## src/rtl/mem_access_if.sv

```systemverilog
// Bus bundle between the CPU load/store path and mem_access_unit.
// slave is the unit's view; master is the requester/memory side.
interface mem_access_if #(
    parameter int DATA_W = 32,
    parameter int OFS_W  = $clog2(DATA_W / 8)
);
    logic              start;
    logic [2:0]        op;
    logic              is_signed;
    logic [OFS_W-1:0]  addr_lo;
    logic [DATA_W-1:0] reg_data;
    logic [DATA_W-1:0] mem_rdata;
    logic              mem_rd;
    logic              mem_wr;
    logic [DATA_W-1:0] mem_wdata;
    logic [DATA_W-1:0] load_data;
    logic              busy;
    logic              done;
    logic              err;

    modport slave (
        input  start, op, is_signed, addr_lo, reg_data, mem_rdata,
        output mem_rd, mem_wr, mem_wdata, load_data, busy, done, err
    );

    modport master (
        output start, op, is_signed, addr_lo, reg_data, mem_rdata,
        input  mem_rd, mem_wr, mem_wdata, load_data, busy, done, err
    );
endinterface

```

## src/rtl/mem_access_unit.sv

```systemverilog
// Load/store sequencer: lane select + extend for loads, read-modify-write for
// sub-word stores, with start/done handshake and misalignment/illegal-op flag.
module mem_access_unit #(
    parameter int DATA_W  = 32,
    parameter int MEM_LAT = 1
) (
    input  logic        clk,
    input  logic        reset,
    mem_access_if.slave bus
);
    localparam int OFS_W = $clog2(DATA_W / 8);

    localparam logic [2:0] OP_LW = 3'd0;
    localparam logic [2:0] OP_LH = 3'd1;
    localparam logic [2:0] OP_LB = 3'd2;
    localparam logic [2:0] OP_SW = 3'd3;
    localparam logic [2:0] OP_SH = 3'd4;
    localparam logic [2:0] OP_SB = 3'd5;

    typedef enum logic [2:0] {IDLE, READ, WAIT, WRITE, DONE} state_e;

    state_e            state_q, state_d;
    logic [2:0]        op_q, op_d;
    logic              sgn_q, sgn_d;
    logic              err_q, err_d;
    logic [OFS_W-1:0]  ofs_q, ofs_d;
    logic [15:0]       src_q, src_d;
    logic [1:0]        cnt_q, cnt_d;
    logic [DATA_W-1:0] wdata_q, wdata_d;
    logic [DATA_W-1:0] ldata_q, ldata_d;

    logic [DATA_W-1:0] mask, lane, ext, merged, sw_word;
    logic [OFS_W+2:0]  sh;
    logic              msb, bad;

    function automatic logic [DATA_W-1:0] size_mask(input logic [2:0] op);
        case (op)
            OP_LW, OP_SW: size_mask = DATA_W'(32'hFFFF_FFFF);
            OP_LH, OP_SH: size_mask = DATA_W'(32'h0000_FFFF);
            default:      size_mask = DATA_W'(32'h0000_00FF);
        endcase
    endfunction

    always_comb begin
        case (bus.op)
            OP_LW, OP_SW: bad = (bus.addr_lo[1:0] != 2'b00);
            OP_LH, OP_SH: bad = bus.addr_lo[0];
            OP_LB, OP_SB: bad = 1'b0;
            default:      bad = 1'b1;
        endcase
    end

    // Lane datapath works on the latched request so later input changes are harmless.
    assign sh      = {ofs_q, 3'b000};
    assign mask    = size_mask(op_q);
    assign lane    = (bus.mem_rdata >> sh) & mask;
    assign ext     = (sgn_q && msb) ? (lane | ~mask) : lane;
    assign merged  = (bus.mem_rdata & ~(mask << sh)) | ((DATA_W'(src_q) & mask) << sh);
    assign sw_word = DATA_W'(bus.reg_data[31:0]) << {bus.addr_lo, 3'b000};

    always_comb begin
        case (op_q)
            OP_LB:   msb = lane[7];
            OP_LH:   msb = lane[15];
            default: msb = lane[31];
        endcase
    end

    always_ff @(posedge clk or posedge reset) begin
        if (reset) begin
            state_q <= IDLE;
            op_q    <= OP_LW;
            sgn_q   <= 1'b0;
            err_q   <= 1'b0;
            ofs_q   <= '0;
            src_q   <= '0;
            cnt_q   <= '0;
            wdata_q <= '0;
            ldata_q <= '0;
        end else begin
            state_q <= state_d;
            op_q    <= op_d;
            sgn_q   <= sgn_d;
            err_q   <= err_d;
            ofs_q   <= ofs_d;
            src_q   <= src_d;
            cnt_q   <= cnt_d;
            wdata_q <= wdata_d;
            ldata_q <= ldata_d;
        end
    end

    always_comb begin
        state_d = state_q;
        op_d    = op_q;
        sgn_d   = sgn_q;
        err_d   = err_q;
        ofs_d   = ofs_q;
        src_d   = src_q;
        cnt_d   = cnt_q;
        wdata_d = wdata_q;
        ldata_d = ldata_q;
        case (state_q)
            IDLE: begin
                if (bus.start) begin
                    op_d  = bus.op;
                    sgn_d = bus.is_signed;
                    ofs_d = bus.addr_lo;
                    src_d = bus.reg_data[15:0];
                    if (bad) begin
                        err_d   = 1'b1;
                        state_d = DONE;
                    end else if (bus.op == OP_SW) begin
                        err_d   = 1'b0;
                        wdata_d = sw_word;
                        state_d = WRITE;
                    end else begin
                        err_d   = 1'b0;
                        state_d = READ;
                    end
                end
            end
            READ: begin
                cnt_d   = 2'(MEM_LAT - 1);
                state_d = WAIT;
            end
            WAIT: begin
                if (cnt_q == 2'd0) begin
                    // Loads finish here; SH/SB carry the merged word into WRITE.
                    if (op_q <= OP_LB) begin
                        ldata_d = ext;
                        state_d = DONE;
                    end else begin
                        wdata_d = merged;
                        state_d = WRITE;
                    end
                end else begin
                    cnt_d = cnt_q - 2'd1;
                end
            end
            WRITE:   state_d = DONE;
            DONE:    state_d = IDLE;
            default: state_d = IDLE;
        endcase
    end

    assign bus.mem_rd    = (state_q == READ);
    assign bus.mem_wr    = (state_q == WRITE);
    assign bus.busy      = (state_q != IDLE);
    assign bus.done      = (state_q == DONE);
    assign bus.err       = (state_q == DONE) && err_q;
    assign bus.mem_wdata = wdata_q;
    assign bus.load_data = ldata_q;
endmodule

```

## src/flat_wrapper.sv

```systemverilog
// flat-port wrapper written by rule: the top's interface ports become plain ports
module mem_access_unit_flat 
#(
    parameter int DATA_W  = 32,
    parameter int MEM_LAT = 1
)
  (clk, reset, bus_start, bus_op, bus_is_signed, bus_addr_lo, bus_reg_data, bus_mem_rdata, bus_mem_rd, bus_mem_wr, bus_mem_wdata, bus_load_data, bus_busy, bus_done, bus_err);
  mem_access_if #(.DATA_W(DATA_W)) bus_i ();
  input  logic clk;
  input  logic reset;
  input wire logic [$bits(bus_i.start)-1:0] bus_start;
  input wire logic [$bits(bus_i.op)-1:0] bus_op;
  input wire logic [$bits(bus_i.is_signed)-1:0] bus_is_signed;
  input wire logic [$bits(bus_i.addr_lo)-1:0] bus_addr_lo;
  input wire logic [$bits(bus_i.reg_data)-1:0] bus_reg_data;
  input wire logic [$bits(bus_i.mem_rdata)-1:0] bus_mem_rdata;
  output wire logic [$bits(bus_i.mem_rd)-1:0] bus_mem_rd;
  output wire logic [$bits(bus_i.mem_wr)-1:0] bus_mem_wr;
  output wire logic [$bits(bus_i.mem_wdata)-1:0] bus_mem_wdata;
  output wire logic [$bits(bus_i.load_data)-1:0] bus_load_data;
  output wire logic [$bits(bus_i.busy)-1:0] bus_busy;
  output wire logic [$bits(bus_i.done)-1:0] bus_done;
  output wire logic [$bits(bus_i.err)-1:0] bus_err;
  assign bus_i.start = bus_start;
  assign bus_i.op = bus_op;
  assign bus_i.is_signed = bus_is_signed;
  assign bus_i.addr_lo = bus_addr_lo;
  assign bus_i.reg_data = bus_reg_data;
  assign bus_i.mem_rdata = bus_mem_rdata;
  assign bus_mem_rd = bus_i.mem_rd;
  assign bus_mem_wr = bus_i.mem_wr;
  assign bus_mem_wdata = bus_i.mem_wdata;
  assign bus_load_data = bus_i.load_data;
  assign bus_busy = bus_i.busy;
  assign bus_done = bus_i.done;
  assign bus_err = bus_i.err;
  mem_access_unit #(.DATA_W(DATA_W), .MEM_LAT(MEM_LAT)) u_core (.clk(clk), .reset(reset), .bus(bus_i));
endmodule
```

## config.mk

```make
export PLATFORM = sky130hd
export DESIGN_NAME = mem_access_unit_flat
export DESIGN_NICKNAME = d
export VERILOG_FILES = /design/src/rtl/mem_access_if.sv /design/src/rtl/mem_access_unit.sv /design/src/flat_wrapper.sv
export SDC_FILE = /design/constraint.sdc
export NUM_CORES = 1
export LEC_CHECK = 0
export ABC_AREA = 1
export CORE_UTILIZATION = 54
export DETAILED_ROUTE_END_ITERATION = 8
export GPL_TIMING_DRIVEN = 0
export PLACE_DENSITY = 0.88
export SLEW_MARGIN = 20
export SYNTH_ARGS = -nofsm -noshare
export SYNTH_HDL_FRONTEND = slang
export SYNTH_SLANG_ARGS = --single-unit
```

## constraint.sdc

```tcl
create_clock -name clk -period 8.9 [get_ports clk]
set_input_delay 1.335 -clock clk [delete_from_list [all_inputs] [get_ports clk]]
set_output_delay 1.335 -clock clk [all_outputs]
set_load 0.02 [all_outputs]
```

==> results by group <==
Global routing
  – Initial antenna violation count: 0
  – Vias in the first global route: 6138
  – Total global routing overflow: 0
  – Largest net degree at the start of global routing: 77
  – First-pass GRT wire length: 32200 um
  – All-Layer GR Usage: 37.9%

Clocking
  – Clock-pin slew on the worst setup and hold paths: 100 ps
  – Post-cts sizing count: 0
  – Clk root buf: clkbuf_8
  – TritonCTS Buffers: 9
  – Htree depth: 3
  – Later-pin clock latency in the skew report: 380 ps
  – Setup repair bufs after CTS: 0
  – CTS tree: yes
  – Hold buffers post-CTS: 0
  – Clock Path Buffers: 2
  – Clk sink count: 92

Yosys
  – Syn Nets: 936
  – Yosys top cell area share: 40.0%
  – Cell Area, Synth: 5750 sq um
  – Synth top area cells: dfrtp_1 40%, nand2_1 19%, o21ai_0 7.7%
  – Dominant cell type by area after synthesis: dfrtp_1
  – #FFs+latches synth: 92
  – Synthesis Warnings: 0
  – Post-synthesis cell type count: 26
  – Cell count after synthesis: 862
  – Post-synthesis sequential area ratio: 40.0%
  – Mean area per synthesized cell: 6.67 sq um

STA
  – Worst-Margin Slew: 582 ps
  – Post-route setup TNS: 0 ps
  – Final Skew: 8.60 ps
  – RSZ-0062 raised after global routing: no
  – Period utilization: 37.0%
  – Min cycle time layout: 3290 ps
  – Final Max Slew Viols: 0
  – Max Freq: 304 MHz
  – Post-route setup slack: 5610 ps
  – Setup violations, final: 0
  – Relative slew margins: 61.2%
  – Final Hold Fails: 0

Die
  – Ports: 142
  – Initial Util: 55.7%
  – Core footprint: 10300 sq um
  – Row count: 37
  – Die Footprint: 11100 sq um
  – Die Span X: 105 um
  – Die Y: 105 um

Placement
  – Dpl cells: 1140
  – Post-DP HPWL: 15800 um
  – Setup WS pre-CTS: 5480 ps
  – IO buf count: 141
  – Gp weighted congestion: 0.979

Setup path
  – Delay-heaviest family, CP: buffers and inverters
  – Crit path buf inv count: 1
  – Worst path depth: 3
  – Req. time, crit path: 7570 ps
  – Worst Path Arrival: 1960 ps
  – Crit end category: output port
  – Startpoint Class: flop
  – Max incr delay on CP: 600 ps
  – Crit Path Max Fanout: 5
  – CP cell instances: nor3b_1 > and2_1 > clkdlybuf4s50_1
  – CP max-delay cell: clkdlybuf4s50_1
  – Worst r2r path cells: 9
  – Critical path class: reg2out

Routing
  – Drt total wl: 20300 um
  – DR DRC count: 0
  – Via-per-instance ratio: 5.66
  – DRT antenna net count: 0
  – Initial drt markers: 717
  – WL per Instance: 17.6 um
  – DR vias: 6542
  – Pre-antenna DRT Iters: 6

Power and ir drop
  – NetSw: 1.31 mW
  – Logic gate share of total power: 62.4%
  – Power share of the clock group: 10.5%
  – Leak pwr: 3.70 nW
  – Sequential power share: 27.1%
  – Int Power: 1.34 mW
  – Net Sw Frac: 49.6%
  – Pwr Density: 351 nW/um^2
  – Peak VDD IR: 0.241 mV
  – Total Power: 2.65 mW

Finish
  – Final net count: 1089
  – Layout cells sized above 1: 8.04%
  – Layout Cells excl Fill: 1156
  – Area growth, synth to finish: 31.2%
  – Most frequent cells in the layout: 292 x nand2_1, 141 x clkdlybuf4s50_1, 92 x dfrtp_1
  – Ant diodes: 0
  – Most common cell after layout, fill and taps aside: nand2_1

Worst hold path
  – Hold Path Depth: 2
  – Hold Crit Class: reg2reg

Status
  – Status: finished clean

Run
  – Max cap viols: 0
-- registers in the layout, summed over array words and instances (netlist names) --
name,count
u_core.state_q,3
u_core.sgn_q,1
u_core.src_q,16
u_core.op_q,3
u_core.bus.mem_wdata,32
u_core.bus.load_data,32
u_core.cnt_q,2
u_core.err_q,1
u_core.ofs_q,2
-- synth_stat cells (all sizes together) --
cell type and count:
nor3 5, o211ai 22, nand3 82, buf 17, a21oi 63, clkinv 1, inv 82, and2 1
o21ai 88, mux2 1, nand2 293, nor3b 1, dfrtp 92, ha 1, or2 39, nor2 42
clkbuf 32
-- worst reg2reg max path, cell delays in order, from the launching register on --
cell and delay, ps:
dfrtp_1 450, nor3_4 460, inv_2 210, nand2_1 120, nand2_1 90, nor2_4 250
inv_2 110, buf_2 230, nand2_1 90, nand2_1 70
-- metrics by stage --
step           util [%]  hold WS [ps]  area [sq um]
6_report           73.1           481          7540
5_1_grt            73.1           499          7540
4_1_cts            73.1           484          7540
3_5_place_dp       71.3           462          7360
3_3_place_gp       71.0           455          7330
2_1_floorplan         -           446          5750
-- final timing paths --
| check | slack, ps | from | endpoint |
|---|---|---|---|
| max | 5610 | u_core.state_q[2]$_DFFE_PP0P_ | bus_err |
| min | 480 | u_core.bus.mem_wdata[1]$_DFFE_PP0P_ | u_core.bus.mem_wdata[1]$_DFFE_PP0P_ |
| max reg2reg | 6720 | u_core.state_q[0]$_DFFE_PP0P_ | u_core.bus.mem_wdata[3]$_DFFE_PP0P_ |
| min reg2reg | 480 | u_core.bus.mem_wdata[1]$_DFFE_PP0P_ | u_core.bus.mem_wdata[1]$_DFFE_PP0P_ |
| max in group asynchronous | 7020 | reset | u_core.bus.mem_wdata[19]$_DFFE_PP0P_ |
| min in group asynchronous | 1250 | reset | u_core.state_q[1]$_DFFE_PP0P_ |
-- cells by family (layout without fill, tap and decap cells) --
kind of cell / Yosys count / after routing / share of synthesized area [%]
fa+ha+maj: 1 / 1 / 0.218
simple gates: 463 / 463 / 34.6
flops: 92 / 92 / 40.0
mux: 1 / 1 / 0.196
compound gates: 173 / 173 / 16.0
buf+inv: 132 / 290 / 8.94
-- final cells by class --
type	instances	area (sq um)
multi-input cells	638	2930
fillers	855	2780
flip-flops and latches	92	2300
repair buffers	142	1440
inverters	83	317
plain buffers	49	203
well taps	136	170
clock buffers	12	145
clock inverters	4	32.5
-- metal layers --
| layer | up-vias | GRT usage (%) | routed length, um |
|---|---|---|---|
| met3 | 53 | 6.92 | 2030 |
| met2 | 426 | 59.0 | 9060 |
| met1 | 2995 | 53.4 | 8730 |
| met5 | - | 0 | 0 |
| li1 | 3068 | - | - |
| met4 | 0 | 12.6 | 510 |
-- power groups by stage --
| stage | Clock [mW] | Combinational, mW | Sequential, mW |
|---|---|---|---|
| 2_1_floorplan | 0 | 0.851 | 0.863 |
| 3_3_place_gp | 0 | 1.57 | 0.714 |
| 3_5_place_dp | 0 | 1.61 | 0.722 |
| 4_1_cts | 0.275 | 1.62 | 0.715 |
| 5_1_grt | 0.292 | 1.79 | 0.736 |
| 6_report | 0.278 | 1.65 | 0.718 |
(Power assumes the default switching activity.)
